## src/rtl/fetch_decode_regs.sv

```systemverilog
// fetch_decode_regs: Y86-64 fetch-side pipeline state.
//   - F register holding the predicted PC
//   - PC selection (mispredicted jXX redirect beats ret redirect)
//   - D pipeline register with stall / bubble control from the hazard unit
// Optional macro FD_PERF_EN adds stall/bubble performance counters; when it
// is undefined the counter ports read as zero and no counter flops exist.
//
// Control semantics: rst wins over everything on its edge. D_stall holds D
// and beats D_bubble; D_bubble alone loads a nop. F_stall holds F_predPC.
module fetch_decode_regs #(
  parameter logic [63:0] RESET_PC = 64'h0,
  parameter logic [3:0]  AOK      = 4'b1000
) (
  input  logic        clk,
  input  logic        rst,
  input  logic        F_stall,
  input  logic        D_stall,
  input  logic        D_bubble,
  input  logic [3:0]  M_icode,
  input  logic        M_cnd,
  input  logic [63:0] M_valA,
  input  logic [3:0]  W_icode,
  input  logic [63:0] W_valM,
  input  logic [3:0]  f_icode,
  input  logic [3:0]  f_ifun,
  input  logic [3:0]  f_rA,
  input  logic [3:0]  f_rB,
  input  logic [63:0] f_valC,
  input  logic [63:0] f_valP,
  input  logic [3:0]  f_stat,
  output logic [63:0] f_pc,
  output logic [63:0] F_predPC,
  output logic [3:0]  D_stat,
  output logic [3:0]  D_icode,
  output logic [3:0]  D_ifun,
  output logic [3:0]  D_rA,
  output logic [3:0]  D_rB,
  output logic [63:0] D_valC,
  output logic [63:0] D_valP,
  output logic [31:0] perf_stall_cnt,
  output logic [31:0] perf_bubble_cnt
);

  localparam logic [3:0] I_NOP  = 4'h1;
  localparam logic [3:0] I_JXX  = 4'h7;
  localparam logic [3:0] I_CALL = 4'h8;
  localparam logic [3:0] I_RET  = 4'h9;
  localparam logic [3:0] R_NONE = 4'hF;

  logic [63:0] f_predpc;
  logic [63:0] F_predPC_q, F_predPC_d;
  logic [3:0]  D_stat_q,  D_stat_d;
  logic [3:0]  D_icode_q, D_icode_d;
  logic [3:0]  D_ifun_q,  D_ifun_d;
  logic [3:0]  D_rA_q,    D_rA_d;
  logic [3:0]  D_rB_q,    D_rB_d;
  logic [63:0] D_valC_q,  D_valC_d;
  logic [63:0] D_valP_q,  D_valP_d;

  // PC select: a not-taken jXX in M is a mispredict and has top priority
  always_comb begin
    f_pc = F_predPC_q;
    if (M_icode == I_JXX && !M_cnd) begin
      f_pc = M_valA;
    end else if (W_icode == I_RET) begin
      f_pc = W_valM;
    end
  end

  // Predict taken for jXX and call targets, otherwise fall through
  always_comb begin
    f_predpc   = f_valP;
    if (f_icode == I_JXX || f_icode == I_CALL) begin
      f_predpc = f_valC;
    end
    F_predPC_d = F_predPC_q;
    if (rst) begin
      F_predPC_d = RESET_PC;
    end else if (!F_stall) begin
      F_predPC_d = f_predpc;
    end
  end

  // D register next state: rst > D_stall > D_bubble > load
  always_comb begin
    D_stat_d  = D_stat_q;
    D_icode_d = D_icode_q;
    D_ifun_d  = D_ifun_q;
    D_rA_d    = D_rA_q;
    D_rB_d    = D_rB_q;
    D_valC_d  = D_valC_q;
    D_valP_d  = D_valP_q;
    if (rst || (!D_stall && D_bubble)) begin
      D_stat_d  = AOK;
      D_icode_d = I_NOP;
      D_ifun_d  = 4'h0;
      D_rA_d    = R_NONE;
      D_rB_d    = R_NONE;
      D_valC_d  = 64'h0;
      D_valP_d  = 64'h0;
    end else if (!D_stall) begin
      D_stat_d  = f_stat;
      D_icode_d = f_icode;
      D_ifun_d  = f_ifun;
      D_rA_d    = f_rA;
      D_rB_d    = f_rB;
      D_valC_d  = f_valC;
      D_valP_d  = f_valP;
    end
  end

  // F and D pipeline registers
  always_ff @(posedge clk) begin
    F_predPC_q <= F_predPC_d;
    D_stat_q   <= D_stat_d;
    D_icode_q  <= D_icode_d;
    D_ifun_q   <= D_ifun_d;
    D_rA_q     <= D_rA_d;
    D_rB_q     <= D_rB_d;
    D_valC_q   <= D_valC_d;
    D_valP_q   <= D_valP_d;
  end

  assign F_predPC = F_predPC_q;
  assign D_stat   = D_stat_q;
  assign D_icode  = D_icode_q;
  assign D_ifun   = D_ifun_q;
  assign D_rA     = D_rA_q;
  assign D_rB     = D_rB_q;
  assign D_valC   = D_valC_q;
  assign D_valP   = D_valP_q;

`ifdef FD_PERF_EN
  logic [31:0] stall_cnt_q, stall_cnt_d;
  logic [31:0] bubble_cnt_q, bubble_cnt_d;

  // Counter next state; a bubble only counts when it is not masked by a stall
  always_comb begin
    stall_cnt_d  = stall_cnt_q;
    bubble_cnt_d = bubble_cnt_q;
    if (rst) begin
      stall_cnt_d  = 32'h0;
      bubble_cnt_d = 32'h0;
    end else if (D_stall) begin
      stall_cnt_d  = stall_cnt_q + 32'h1;
    end else if (D_bubble) begin
      bubble_cnt_d = bubble_cnt_q + 32'h1;
    end
  end

  // Counter registers
  always_ff @(posedge clk) begin
    stall_cnt_q  <= stall_cnt_d;
    bubble_cnt_q <= bubble_cnt_d;
  end

  assign perf_stall_cnt  = stall_cnt_q;
  assign perf_bubble_cnt = bubble_cnt_q;
`else
  assign perf_stall_cnt  = 32'h0;
  assign perf_bubble_cnt = 32'h0;
`endif

endmodule
```

## config.mk

```make
export PLATFORM = sky130hd
export DESIGN_NAME = fetch_decode_regs
export DESIGN_NICKNAME = d
export VERILOG_FILES = /design/src/rtl/fetch_decode_regs.sv
export SDC_FILE = /design/constraint.sdc
export NUM_CORES = 1
export LEC_CHECK = 0
export ABC_AREA = 1
export BUFFER_PORTS_ARGS = -buffer_cell sky130_fd_sc_hd__buf_2
export CORE_AREA = 2 2 248 250
export CTS_CLUSTER_DIAMETER = 120
export DETAILED_ROUTE_END_ITERATION = 6
export DIE_AREA = 0 0 250 252
export HOLD_SLACK_MARGIN = 0.1
export PLACE_DENSITY = 0.36
export REMOVE_ABC_BUFFERS = 1
export SYNTH_ARGS = -nofsm -noshare
export SYNTH_HDL_FRONTEND = slang
export SYNTH_SLANG_ARGS = --single-unit
```

## constraint.sdc

```tcl
create_clock -name clk -period 2.1 [get_ports clk]
set_clock_uncertainty 0.15 [all_clocks]
set_input_delay 0.21 -clock clk [delete_from_list [all_inputs] [get_ports clk]]
set_output_delay 0.21 -clock clk [all_outputs]
set_load 0.02 [all_outputs]
```

# Word level (Yosys, flattened, before mapping)
# Index checks and enable logic that the tools add are counted.
dict set report word_totals {
  register_bits 212
  output_inout_bits 340
  wordCells 21
}
dict set report op_classes {
  eq_ne 4
  muxes 3
  n_reduce_logical 6
}
# operator n
set op_table {}
lappend op_table {{$mux W64} 3}
lappend op_table {{$eq A4 B3 Y1 const B} 2}
lappend op_table {{$eq A4 B4 Y1 const B} 2}
lappend op_table {{$logic_and A1 B1 Y1} 2}
lappend op_table {{$logic_not A1 Y1} 2}
lappend op_table {{$logic_or A1 B1 Y1} 2}

# Longest topological paths before layout
# Gate-level depths: netlist of the first run.
dict set report depth {
  depth_word 3
  mapped_depth 9
  depth_no_buf 8
}

# Least setup slack after synthesis of the first run
# OpenSTA, ideal clock, no wires.
dict set report synth_path {
  kind {input-to-output}
  from {input W_icode[3]}
  to {output f_pc[10]}
  arrival_ps 1290
  setup_slack_ps 450
  path_stages 7
  path_cell_list {nand2_1 > inv_1 > nand2_1 > buf_2 > clkbuf_1 > o21ai_0 > o21ai_0}
}
dict set report synth_between {
  elab_chain_cells 3
}
# element line_no
set synth_lines {}
lappend synth_lines {{from (decl)} 22} ;# input logic [3:0] W_icode,
lappend synth_lines {{$eq A4 B4 Y1} 65} ;# end else if (W_icode == I_RET) begin
lappend synth_lines {{$mux W64} 65}
lappend synth_lines {{$mux W64} 63} ;# if (M_icode == I_JXX && !M_cnd) begin
lappend synth_lines {{to (decl)} 31} ;# output logic [63:0] f_pc,
# No other way between the ends.

# Worst setup path in the final report of the first run
dict set report layout_path {
  from {register F_predPC_q[61], in the netlist F_predPC[61]}
  to {output f_pc[61]}
}
dict set report layout_between {
  elab_chain_cells 2
}
# element line_no
set layout_lines {}
lappend layout_lines {{from (decl)} 51} ;# logic [63:0] F_predPC_q, F_predPC_d;
lappend layout_lines {{from (signal assigned)} 114} ;# F_predPC_q <= F_predPC_d;
lappend layout_lines {{$mux W64} 65}
lappend layout_lines {{$mux W64} 63}
# No other way between the ends.

==> metrics.txt, run 1 <==
CTS Buffer Depth=3; Worst setup SP type=flip-flop; WP data arrival=1700 ps; share of the yosys chip area belonging to registers=41.1%; GR Util All Layers=14.9%; leakage dissipation=8.65 nW; drt drc=0; Async SR Flop Fraction=0%; Final Slew Violations=0; crit-path leading delay family=buffers and inverters; vias after detailed routing=12500; most numerous cell in the Yosys netlist=nand2_1; cells after synthesis=1564; I/O Buffers=565; DP Cell Count=2823; synthesized cell area=0.0103 mm²; first-pass GRT wire length=73800 µm; cell taking the most area after synthesis=dfxtp_1; RSZ-0062 raised after global routing=false; Post-CTS Setup Bufs=0; final hold vios=0; relative slew slack=59.7%; CP Cell Sequence=inv_1 -> nand2_1 -> o21ai_2 -> o21ai_0 -> buf_2; Ports=630; antenna violations before repair=2; drt total wl=49600 µm; vias in the first global route=12600; CP bufs+invs=2; outcome=completed; Cell Pwr Density=723 mW/mm²; fin crit period=2060 ps; Max Cap Viol=0; DR WL/cell=16.1 µm; total congestion overflow=0; clock slew at reported path FFs=60 ps; Fmax=486 MHz; kind of critical path=reg -> out; Critical-path top delay cell=dfxtp_1; top_reg_cell synth=dfxtp_1; CTS tree=done; Area contributors post-synth=dfxtp_1 41%, nand2_1 20%, a21oi_1 9.3%; hpwl dp=35400 µm; hold crit path type=in -> reg; Post-DRT Antenna Nets=0; Die Height=252 µm; H-tree depth=1; Finished Layout Cells=3075; worst path required time=1740 ps; Setup-failing EPs final=0; measured slew at the worst slew-check pin=598 ps; CTS sink cnt=212; layout cells sized above 1=28.8%; Yosys cell types=17; Clk Latency, worst-skew pair=560 ps; Avg Vias per Cell=4.05; Synth warnings=0; Die X=250 µm; critical path fanouts, max=2; Final Power=12.1 mW; VDD IR max=556 µV; clk root buf=clkbuf_16; Fill cells=6756; die area=0.0630 mm²; syn_area_per_cell=6.60 µm²; fin crit share=98.1%; first-pass iteration count of the detailed router=5; iteration-0 DRC count of the detailed router=509; crit end category=output port; # nets final=2559; top-area cell type share of the netlist area=41.1%; FF+latch count, synth=212; RD Place Congestion=0.789; pin count of the biggest net entering global routing=94; Area growth syn-to-layout=62.4%; number of flops mapped to enable cells by yosys=0; Post-synth top cells=555 x nand2_1, 212 x dfxtp_1, 192 x a21oi_1, 138 x nand3_1, 135 x inv_1; floorplan core area=0.0601 mm²; Std-Cell Rows=90; max incr delay on CP=310 ps; Initial Utilization=17.2%; number of buffers created by CTS=29
[sequential cells by signal (all words and copies together), names as in the netlist]
signal	cells
D_stat	4
D_valC	64
D_valP	64
D_ifun	4
D_rA	4
D_icode	4
F_predPC	64
D_rB	4
[metrics by stage]
| stage | utilization, % | area, µm² | TNS (ps) | worst slack, ps | hold WS, ps |
|---|---|---|---|---|---|
| finish | 27.9 | 16800 | 0 | 40.7 | 143 |
| global route | 27.9 | 16800 | 0 | 17.7 | 171 |
| CTS | 27.9 | 16800 | 0 | 18.9 | 154 |
| detailed placement | 23.0 | 13800 | 0 | 27.0 | 278 |
| global placement | 23.0 | 13800 | 0 | 86.2 | 272 |
| floorplan | - | 9510 | -221400 | -1120 | 183 |
[worst paths after layout]
check                     to  depth (start not counted)         start  slack (ps)
hold / removal    D_valP[57]                          4       D_stall         140
setup reg to reg   D_valC[3]                          3     D_valC[3]         760
hold reg to reg   D_valP[63]                          2    D_valP[63]         300
setup / recovery    f_pc[61]                          5  F_predPC[61]          40
[per-layer routing]
metal / global-route usage, % / up-vias / wire (µm)
met2: 26.8 / 426 / 24300
met5: 0 / - / 0
li1: - / 6249 / -
met1: 17.6 / 5722 / 20700
met4: 4.50 / 0 / 1440
met3: 3.52 / 67 / 3200
[cell type report]
| type | instances | area [µm²] | share of cell area (%) |
|---|---|---|---|
| clock inverter | 5 | 60.1 | 0.358 |
| clock buffer | 48 | 907 | 5.41 |
| sequential | 212 | 4240 | 25.3 |
| tap | 782 | 978 | 5.84 |
| timing repair buffer | 791 | 5250 | 31.3 |
| antenna | 2 | 5.00 | 0.0299 |
| inverter | 138 | 527 | 3.14 |
| multi-input combinational | 1097 | 4780 | 28.5 |
[tightest hold or removal path, stage by stage]
cell	delay, ps
buf_6	180
buf_12	250
nand2_1	100
a21oi_1	50
[kinds of logic after synthesis]
group                  Yosys count  share of synthesized area, %
AND/OR/NAND/NOR                701                          27.2
AO/OA/AOI/OAI                  332                          16.5
buffers and inverters          318                          15.1
flip-flops                     212                          41.1
other                            1                        0.0363
[what timing repair did]
action,in CTS,in global routing
endpoints found under the hold margin,212,0
hold buffers,197,0
endpoints found under the setup margin,1,1
cloned,0,0
gates resized for setup,2,1
[cells in the final DEF (no fill, tap or decap)]
cell type	count
clkinv_4	1
clkinv_2	2
buf_6	1
diode_2	2
buf_4	13
a21oi_2	11
nand2_1	551
clkbuf_16	29
buf_12	18
clkbuf_1	8
nor2_1	8
o211ai_1	1
a21oi_1	192
nand2_4	4
bufinv_16	1
o21ai_1	1
inv_1	134
conb_1	64
clkbuf_8	11
buf_2	562
o21ai_0	126
inv_4	3
dlygate4sd3_1	197
inv_6	1
clkinvlp_4	1
nand3_1	138
dfxtp_1	212
o21ai_2	1
[power by group]
| group | internal, mW | switching, mW | total (mW) |
|---|---|---|---|
| clock | 3.04 | 1.96 | 5.00 |
| sequential | 4.26 | 0.109 | 4.37 |
| combinational | 1.03 | 1.72 | 2.75 |
| total | 8.33 | 3.79 | 12.1 |
Power figures use the tool's default switching activity.
==> run 2, diff against run 1 <==
--- a/config.mk
+++ b/config.mk
@@ -7,12 +7,14 @@
 export LEC_CHECK = 0
 export ABC_AREA = 1
 export BUFFER_PORTS_ARGS = -buffer_cell sky130_fd_sc_hd__buf_2
-export CORE_AREA = 2 2 248 250
+export CELL_PAD_IN_SITES_DETAIL_PLACEMENT = 0
+export CELL_PAD_IN_SITES_GLOBAL_PLACEMENT = 1
+export CORE_AREA = 2 2 242 244
 export CTS_CLUSTER_DIAMETER = 120
 export DETAILED_ROUTE_END_ITERATION = 6
-export DIE_AREA = 0 0 250 252
+export DIE_AREA = 0 0 244 246
 export HOLD_SLACK_MARGIN = 0.1
-export PLACE_DENSITY = 0.36
+export PLACE_DENSITY = 0.52
 export REMOVE_ABC_BUFFERS = 1
 export SYNTH_ARGS = -nofsm -noshare
 export SYNTH_HDL_FRONTEND = slang
==> run 2 against run 1 <==
Compared with the run above: wire length is 0.53% lower; largest power group unchanged; global-route usage up 0.67 points; critical endpoint is now f_pc[40]; highest routed layer unchanged; register-to-register slack about the same; critical path depth unchanged; fmax is 9.4% higher; die area is 4.7% lower; critical path type unchanged; total power fell by 2.4%; sequential power hardly changed; combinational power is essentially flat.
==> metrics.txt, run 2 (synthesized netlist as in run 1, its figures left out) <==
outcome=completed; drt drc=0; worst r2r src=D_valP[51]; Area growth syn-to-layout=61.0%; DP Cell Count=2805; first-pass GRT wire length=73400 µm; Initial Utilization=18.0%; Post-DRT Antenna Nets=0; kind of critical path=reg -> out; DR WL/cell=16.2 µm; Clk Latency, worst-skew pair=540 ps; drt total wl=49400 µm; critical path fanouts, max=2; antenna violations before repair=1; CP Cell Sequence=inv_1 -> nand2_1 -> o21ai_0 -> o21ai_0 -> buf_2; clock slew at reported path FFs=50 ps; I/O Buffers=565; Cell Pwr Density=712 mW/mm²; Setup-failing EPs final=0; Fill cells=6458; layout cells sized above 1=28.6%; Final Slew Violations=0; measured slew at the worst slew-check pin=628 ps; antenna cells=0; floorplan core area=0.0574 mm²; relative slew slack=58.1%; commonest cells after routing, fill and taps aside=563 x buf_2, 551 x nand2_1, 212 x dfxtp_1, 195 x dlygate4sd3_1, 192 x a21oi_1; number of cells on the worst hold path=4; Die Height=246 µm; WP data arrival=1520 ps; multi-input logic area=0.00478 mm²; reg2reg setup slack=770 ps; hold_sp=D_stall; Std-Cell Rows=88; pin count of the biggest net entering global routing=115; Final Util=29.0%; Crit path top cell by count=o21ai_0; CTS Buffer Depth=3; vias in the first global route=12600; final hold vios=0; fin crit period=1880 ps; GR Util All Layers=15.6%; leakage dissipation=8.59 nW; Ports=630; reg-to-reg critical path endpoint=D_valP[51]; fin crit share=89.6%; iteration-0 DRC count of the detailed router=464; clk root buf=clkbuf_16; Avg Vias per Cell=4.07; VDD IR max=443 µV; Hold EP=D_valC[24]; RD Place Congestion=0.814; Critical-path top delay cell=dfxtp_1; Reg area=0.00424 mm²; Final Power=11.8 mW; Worst setup SP type=flip-flop; Max Cap Viol=0; Die X=244 µm; worst path required time=1740 ps; max incr delay on CP=370 ps; most common cell after layout, fill and taps aside=buf_2; hpwl dp=35200 µm; number of buffers created by CTS=28; RSZ-0062 raised after global routing=false; CTS sink cnt=212; crit end category=output port; first-pass iteration count of the detailed router=4; Finished Layout Cells=3049; total congestion overflow=0; hold crit path type=in -> reg; Fmax=531 MHz; R2R depth=3; CTS tree=done; H-tree depth=1; die area=0.0600 mm²; vias after detailed routing=12400; # nets final=2555
run 2: cell types whose count changed in the layout (fill, tap and decap cells not counted), sizes merged:
cell,change
clkbuf,-2
diode,-2
dlygate4sd3,-2
buf,-1
bufinv,-1
inv,-1
run 2: worst max-delay path by stage:
stage	from	to	slack (ps)	cells past startpoint
after global routing	F_predPC[37]	f_pc[37]	90	5
final	F_predPC[40]	f_pc[40]	220	5
after global placement	W_icode[1]	f_pc[40]	310	7
after CTS	F_predPC[40]	f_pc[40]	170	5
after detailed placement	W_icode[1]	f_pc[40]	300	7
after floorplan	f_icode[2]	F_predPC[0]	-1120	8
run 2: power breakdown:
group          internal, mW  switching [mW]
logic                  1.03            1.70
registers              4.26           0.113
clock network          2.85            1.87
total                  8.14            3.69
run 2: final cells by class:
| cell class | instances | share of cell area (%) |
|---|---|---|
| Timing Repair Buffer | 788 | 31.3 |
| Multi-Input combinational cell | 1097 | 28.8 |
| Sequential cell | 212 | 25.5 |
| Tap cell | 765 | 5.76 |
| Clock buffer | 46 | 5.35 |
| Inverter | 138 | 3.17 |
| Clock inverter | 3 | 0.105 |
run 2: routing by layer:
metal | GRT usage, % | wire (µm)
met2 | 28.5 | 24800
met3 | 3.53 | 3160
met5 | 0 | 0
met4 | 4.11 | 1100
met1 | 18.2 | 20300
run 2: what timing repair did:
item                      CTS  global route
buffers inserted            0             0
hold buffers              195             0
hold endpoints to repair  212             0
gates resized for setup     0             0
run 2: per-stage QoR:
step | TNS [ps] | setup slack (ps) | hold WS [ps] | area (µm²)
global placement | 0 | 306 | 272 | 13800
floorplan | -221400 | -1120 | 183 | 9510
detailed placement | 0 | 301 | 283 | 13800
CTS | 0 | 174 | 101 | 16600
global route | 0 | 93.9 | 138 | 16600
finish | 0 | 217 | 109 | 16600
run 2: critical path: cells and delay by family (launching register included):
| kind | cells | cell delay, ps |
|---|---|---|
| flip-flops | 1 | 370 |
| AO/OA/AOI/OAI | 2 | 300 |
| buffers and inverters | 2 | 270 |
| AND/OR/NAND/NOR | 1 | 60 |
